==> src/rtl/monolith_chunk_dispatch_mif.sv <==
// rtl/monolith_chunk_dispatch_mif.sv - chunk dispatcher: sink FIFO -> Monolith core -> AXIS master
//
// Pops one FIFO_CHUNK_SIZE-word chunk from the sink FIFO and hands it to the
// permutation core. It then streams the RESULT_WORDS-word result as AXI4-Stream
// beats, with TLAST on the last word of every PACKET_CHUNKS-th result.
//
// Ports:
//   M_AXIS_ACLK, M_AXIS_ARESET       clock, asynchronous active-high reset
//   fifo_out, fifo_empty             registered head chunk and its empty flag
//   fifo_read_strobe                 one-cycle pop of the head chunk
//   core_start, core_state           start pulse and captured chunk for the core
//   core_done, core_result           completion pulse and result words
//   M_AXIS_T*                        AXI4-Stream master towards the DMA
//   busy                             high whenever the FSM is not idle
module monolith_chunk_dispatch_mif #(
   parameter int FIFO_CHUNK_SIZE      = 16,
   parameter int RESULT_WORDS         = 8,
   parameter int PACKET_CHUNKS        = 4,
   parameter int C_M_AXIS_TDATA_WIDTH = 32
) (
   input  logic                                                  M_AXIS_ACLK,
   input  logic                                                  M_AXIS_ARESET,
   input  logic [FIFO_CHUNK_SIZE-1:0][C_M_AXIS_TDATA_WIDTH-1:0] fifo_out,
   input  logic                                                  fifo_empty,
   output logic                                                  fifo_read_strobe,
   output logic                                                  core_start,
   output logic [FIFO_CHUNK_SIZE-1:0][C_M_AXIS_TDATA_WIDTH-1:0] core_state,
   input  logic                                                  core_done,
   input  logic [RESULT_WORDS-1:0][C_M_AXIS_TDATA_WIDTH-1:0]    core_result,
   output logic                                                  M_AXIS_TVALID,
   output logic [C_M_AXIS_TDATA_WIDTH-1:0]                       M_AXIS_TDATA,
   output logic [C_M_AXIS_TDATA_WIDTH/8-1:0]                     M_AXIS_TSTRB,
   output logic                                                  M_AXIS_TLAST,
   input  logic                                                  M_AXIS_TREADY,
   output logic                                                  busy
);

   // A parameter of 1 still gets a 1-bit counter; its last value is 0, so it
   // wraps on every step and stays constant 0.
   localparam int IDX_W = (RESULT_WORDS > 1) ? $clog2(RESULT_WORDS) : 1;
   localparam int CNT_W = (PACKET_CHUNKS > 1) ? $clog2(PACKET_CHUNKS) : 1;
   localparam logic [IDX_W-1:0] IDX_LAST = IDX_W'(RESULT_WORDS - 1);
   localparam logic [CNT_W-1:0] CNT_LAST = CNT_W'(PACKET_CHUNKS - 1);

   typedef enum logic [2:0] {
      S_IDLE,
      S_SETTLE,
      S_CAPTURE,
      S_START,
      S_WAIT,
      S_STREAM
   } state_t;

   state_t                                                state_q, state_d;
   logic [FIFO_CHUNK_SIZE-1:0][C_M_AXIS_TDATA_WIDTH-1:0] core_state_q, core_state_d;
   logic [RESULT_WORDS-1:0][C_M_AXIS_TDATA_WIDTH-1:0]    result_q, result_d;
   logic [IDX_W-1:0]                                      word_idx_q, word_idx_d;
   logic [CNT_W-1:0]                                      chunk_cnt_q, chunk_cnt_d;

   always_ff @(posedge M_AXIS_ACLK or posedge M_AXIS_ARESET) begin
      if (M_AXIS_ARESET) begin
         state_q      <= S_IDLE;
         core_state_q <= '0;
         result_q     <= '0;
         word_idx_q   <= '0;
         chunk_cnt_q  <= '0;
      end else begin
         state_q      <= state_d;
         core_state_q <= core_state_d;
         result_q     <= result_d;
         word_idx_q   <= word_idx_d;
         chunk_cnt_q  <= chunk_cnt_d;
      end
   end

   always_comb begin
      state_d          = state_q;
      core_state_d     = core_state_q;
      result_d         = result_q;
      word_idx_d       = word_idx_q;
      chunk_cnt_d      = chunk_cnt_q;
      fifo_read_strobe = 1'b0;
      core_start       = 1'b0;
      M_AXIS_TVALID    = 1'b0;
      M_AXIS_TLAST     = 1'b0;
      M_AXIS_TDATA     = '0;

      case (state_q)
         S_IDLE: begin
            if (!fifo_empty) state_d = S_SETTLE;
         end
         // fifo_out is registered upstream and lags fifo_empty by one cycle.
         S_SETTLE: begin
            state_d = S_CAPTURE;
         end
         S_CAPTURE: begin
            core_state_d     = fifo_out;
            fifo_read_strobe = 1'b1;
            state_d          = S_START;
         end
         S_START: begin
            core_start = 1'b1;
            state_d    = S_WAIT;
         end
         // core_done is only honoured here; the core never finishes in START.
         S_WAIT: begin
            if (core_done) begin
               result_d   = core_result;
               word_idx_d = '0;
               state_d    = S_STREAM;
            end
         end
         S_STREAM: begin
            M_AXIS_TVALID = 1'b1;
            M_AXIS_TDATA  = result_q[word_idx_q];
            M_AXIS_TLAST  = (word_idx_q == IDX_LAST) && (chunk_cnt_q == CNT_LAST);
            if (M_AXIS_TREADY) begin
               if (word_idx_q == IDX_LAST) begin
                  word_idx_d  = '0;
                  chunk_cnt_d = (chunk_cnt_q == CNT_LAST) ? '0 : chunk_cnt_q + CNT_W'(1);
                  state_d     = S_IDLE;
               end else begin
                  word_idx_d = word_idx_q + IDX_W'(1);
               end
            end
         end
         default: begin
            state_d = S_IDLE;
         end
      endcase
   end

   assign core_state   = core_state_q;
   assign M_AXIS_TSTRB = '1;
   assign busy         = (state_q != S_IDLE);

endmodule

==> config.mk <==
export PLATFORM = sky130hd
export DESIGN_NAME = monolith_chunk_dispatch_mif
export DESIGN_NICKNAME = d
export VERILOG_FILES = /design/src/rtl/monolith_chunk_dispatch_mif.sv
export SDC_FILE = /design/constraint.sdc
export NUM_CORES = 1
export LEC_CHECK = 0
export ABC_CLOCK_PERIOD_IN_PS = 81700
export CAP_MARGIN = 10
export CELL_PAD_IN_SITES_DETAIL_PLACEMENT = 0
export CELL_PAD_IN_SITES_GLOBAL_PLACEMENT = 1
export CORE_AREA = 2 2 511 513
export CTS_CLUSTER_DIAMETER = 200
export DETAILED_ROUTE_END_ITERATION = 16
export DIE_AREA = 0 0 513 515
export PLACE_DENSITY_LB_ADDON = 0.1
export SYNTH_ARGS = -nofsm -noshare
export SYNTH_HDL_FRONTEND = slang
export SYNTH_SLANG_ARGS = --single-unit
==> constraint.sdc <==
create_clock -name M_AXIS_ACLK -period 81.7 [get_ports M_AXIS_ACLK]
set_clock_uncertainty 0.2 [all_clocks]
set_input_delay 20.425 -clock M_AXIS_ACLK [delete_from_list [all_inputs] [get_ports M_AXIS_ACLK]]
set_output_delay 20.425 -clock M_AXIS_ACLK [all_outputs]
set_load 0.02 [all_outputs]
==> results.yml <==
clocking:
  cts.repair.resized: 0
  root_buffer: "clkbuf_16"
  clock_latency_ns: 0.76
  post_cts_buffers: 0
  clkTransAtPathRegs_ns: 0.06
  postCtsHoldBufs: 0
  cts_sinks: 776
  numCtsBuffers: 112
  clock_path_buffers: 3
  ctsHtreeMaxLevel: 3
  cts_tree: "built"
finish:
  finalNetCount: 3922
  stdcell_area_sq_mm: 0.0518
  stdcell_count: 6688
  drive_above_1_share_pct: 29.5
  area_growth_pct: 66.9
worst_setup_path:
  cp_num_buf_inv: 2
  path_max_fanout: 35
  path_cells: "buf_4 > mux4_2 > a22o_1 > clkdlybuf4s50_1"
  worstSetupEndpointType: "primary output"
  r2r_cells: 5
  cp.depth: 4
  start_kind: "register"
  crit_type: "reg -> out"
  cpMaxStageDelayCell: "dfrtp_4"
  cp_data_arrival_time_ns: 4.08
  cp.required_ns: 61.08
  cp_top_family: "buffers and inverters"
  cpPeakStageDelay_ns: 0.95
place:
  hpwl_um: 142000
  place.gp.congestion: 0.777
  io_buffers: 1321
  place_ws_ns: 56.40
  placed_cell_area_sq_mm: 0.0478
  dp_cells: 6434
synth:
  yosysTopAreaCell: "dfrtp_1"
  syn_area_sq_mm: 0.0310
  yosys_warnings: 0
  async_flop_share_pct: 100
  seq_area_frac_synth_pct: 62.6
  synth_area_leaders: "dfrtp_1 63%, mux2_2 25%, mux4_2 4.6%"
  ys_ff_latch: 776
  synthFlopType: "dfrtp_1"
  yosysMostFrequentCell: "dfrtp_1"
  synth_cells: 1790
  ys_top_cells_by_count: "776 x dfrtp_1, 677 x mux2_2, 94 x mux2_1"
  yosysTopAreaCellShare_pct: 62.6
  avgSynthCellArea_sq_um: 17.3
  synth_edf_count: 0
  synth.distinct_cells: 31
power:
  power_density_mw_per_mm2: 42.1
  vdd_drop_max_mv: 0.0201
  cellLeakagePower_nw: 19.9
  design_power_total_mw: 2.18
sta:
  worstMarginPinSlew_ns: 1.02
  finalHoldViolations: 0
  drv_slew: 0
  max_slew_margin_pct: 31.7
  setup_viol: 0
  fmax_mhz: 40.5
  fin_crit_sh_pct: 30.2
  rsz0062_at_grt: "false"
  period_needed_ns: 24.71
  setup_ws_ns: 56.99
  fin_tns_setup_ns: 0
route:
  drtAntennaViolNets: 0
  vias_per_cell: 3.25
  via_count: 21800
  drt_iter0_markers: 685
  drc: 0
  dr.pass1.iters: 4
  wl_per_cell_um: 26.8
  totalWireLength_um: 179000
die:
  io_pins: 1326
  initial_core_util_pct: 12.0
  rows: 187
  die_h_um: 515
  core-area_sq_mm: 0.259
  die_w_um: 513
  fp.dieArea_sq_mm: 0.264
global_routing:
  antenna_found_initial: 162
  grt_max_degree: 151
  grt_usage_pct: 13.2
  gr-total-overflow: 0
  grt_first_pass_wirelength_um: 236000
  grt_pass1_vias: 23600
min_path:
  whs_path_depth: 1
  hold_class: "reg -> reg"
run_status:
  run_status: "finished, final reports clean"
job:
  maxCapViolations: 0
==> where the power goes <==
| part | switching (mW) | leakage (nW) | internal [mW] |
|---|---|---|---|
| logic | 0.471 | 8.82 | 0.498 |
| registers | 0.117 | 9.23 | 0.583 |
| clock network | 0.208 | 1.89 | 0.305 |
| total | 0.795 | 19.9 | 1.39 |
==> path summary, 6_finish.rpt <==
| path | from | endpoint | slack [ns] |
|---|---|---|---|
| hold / removal | result_q[42] | result_q[42] | 0.28 |
| setup / recovery | word_idx_q[0] | M_AXIS_TDATA[24] | 56.99 |
| min in group asynchronous | M_AXIS_ARESET | core_state[132] | 20.08 |
| max in group asynchronous | M_AXIS_ARESET | core_state[45] | 57.47 |
| hold reg to reg | result_q[42] | result_q[42] | 0.28 |
| setup reg to reg | state_q[0] | core_state[46] | 77.55 |
==> per-stage QoR <==
| step | hold WS (ns) | utilization, % |
|---|---|---|
| 2_1_floorplan | 0.252 | - |
| 6_report | 0.281 | 20.0 |
| 3_3_place_gp | 0.266 | 18.5 |
| 4_1_cts | 0.288 | 20.0 |
| 5_1_grt | 0.294 | 20.0 |
| 3_5_place_dp | 0.274 | 18.5 |
==> cell type report <==
cell class,count,area (sq um)
Antenna cell,43,108
Clock buffer,173,3360
Clock inverter,38,479
Fill cell,27800,207000
Inverter,4,22.5
Multi-Input combinational cell,903,10700
Sequential cell,776,19400
Tap cell,3402,4260
Timing Repair Buffer,1349,13500
==> layer usage <==
layer / track usage, % / share of wire (%)
met5: 0 / 0.25
met4: 2.58 / 2.1
met3: 6.51 / 11
met2: 23.7 / 51
met1: 13.9 / 36
==> cells in the final DEF (no fill, tap or decap), types with 7 or more instances in the layout <==
cell type and instances:
mux4_2 64, bufinv_16 7, mux2_2 677, clkbuf_8 31, clkbuf_1 29, clkinv_2 19, buf_4 25, a22o_1 32
dfrtp_1 774, clkdlybuf4s50_1 1321, diode_2 43, clkbuf_16 113, mux2_1 94
==> logic make-up (layout without fill, tap and decap cells) <==
kind of cell             count (synthesis)  count (layout)  share of synthesized area, %
buffers and inverters                  114            1564                          3.21
XOR/XNOR                                 1               1                        0.0282
AO/OA/AOI/OAI                           38              38                          1.03
multiplexers                           835             835                          32.6
AND/OR/NAND/NOR                         22              22                         0.387
other                                    1              47                        0.0121
adder cells (fa/ha/maj)                  3               3                         0.121
flip-flops                             776             776                          62.6
==> state kept, by name (all words and copies together) (netlist names) <==
name / count
core_state: 512
result_q: 256
state_q: 3
word_idx_q: 3
chunk_cnt_q: 2
No activity file was read; power rests on OpenSTA's default activity.
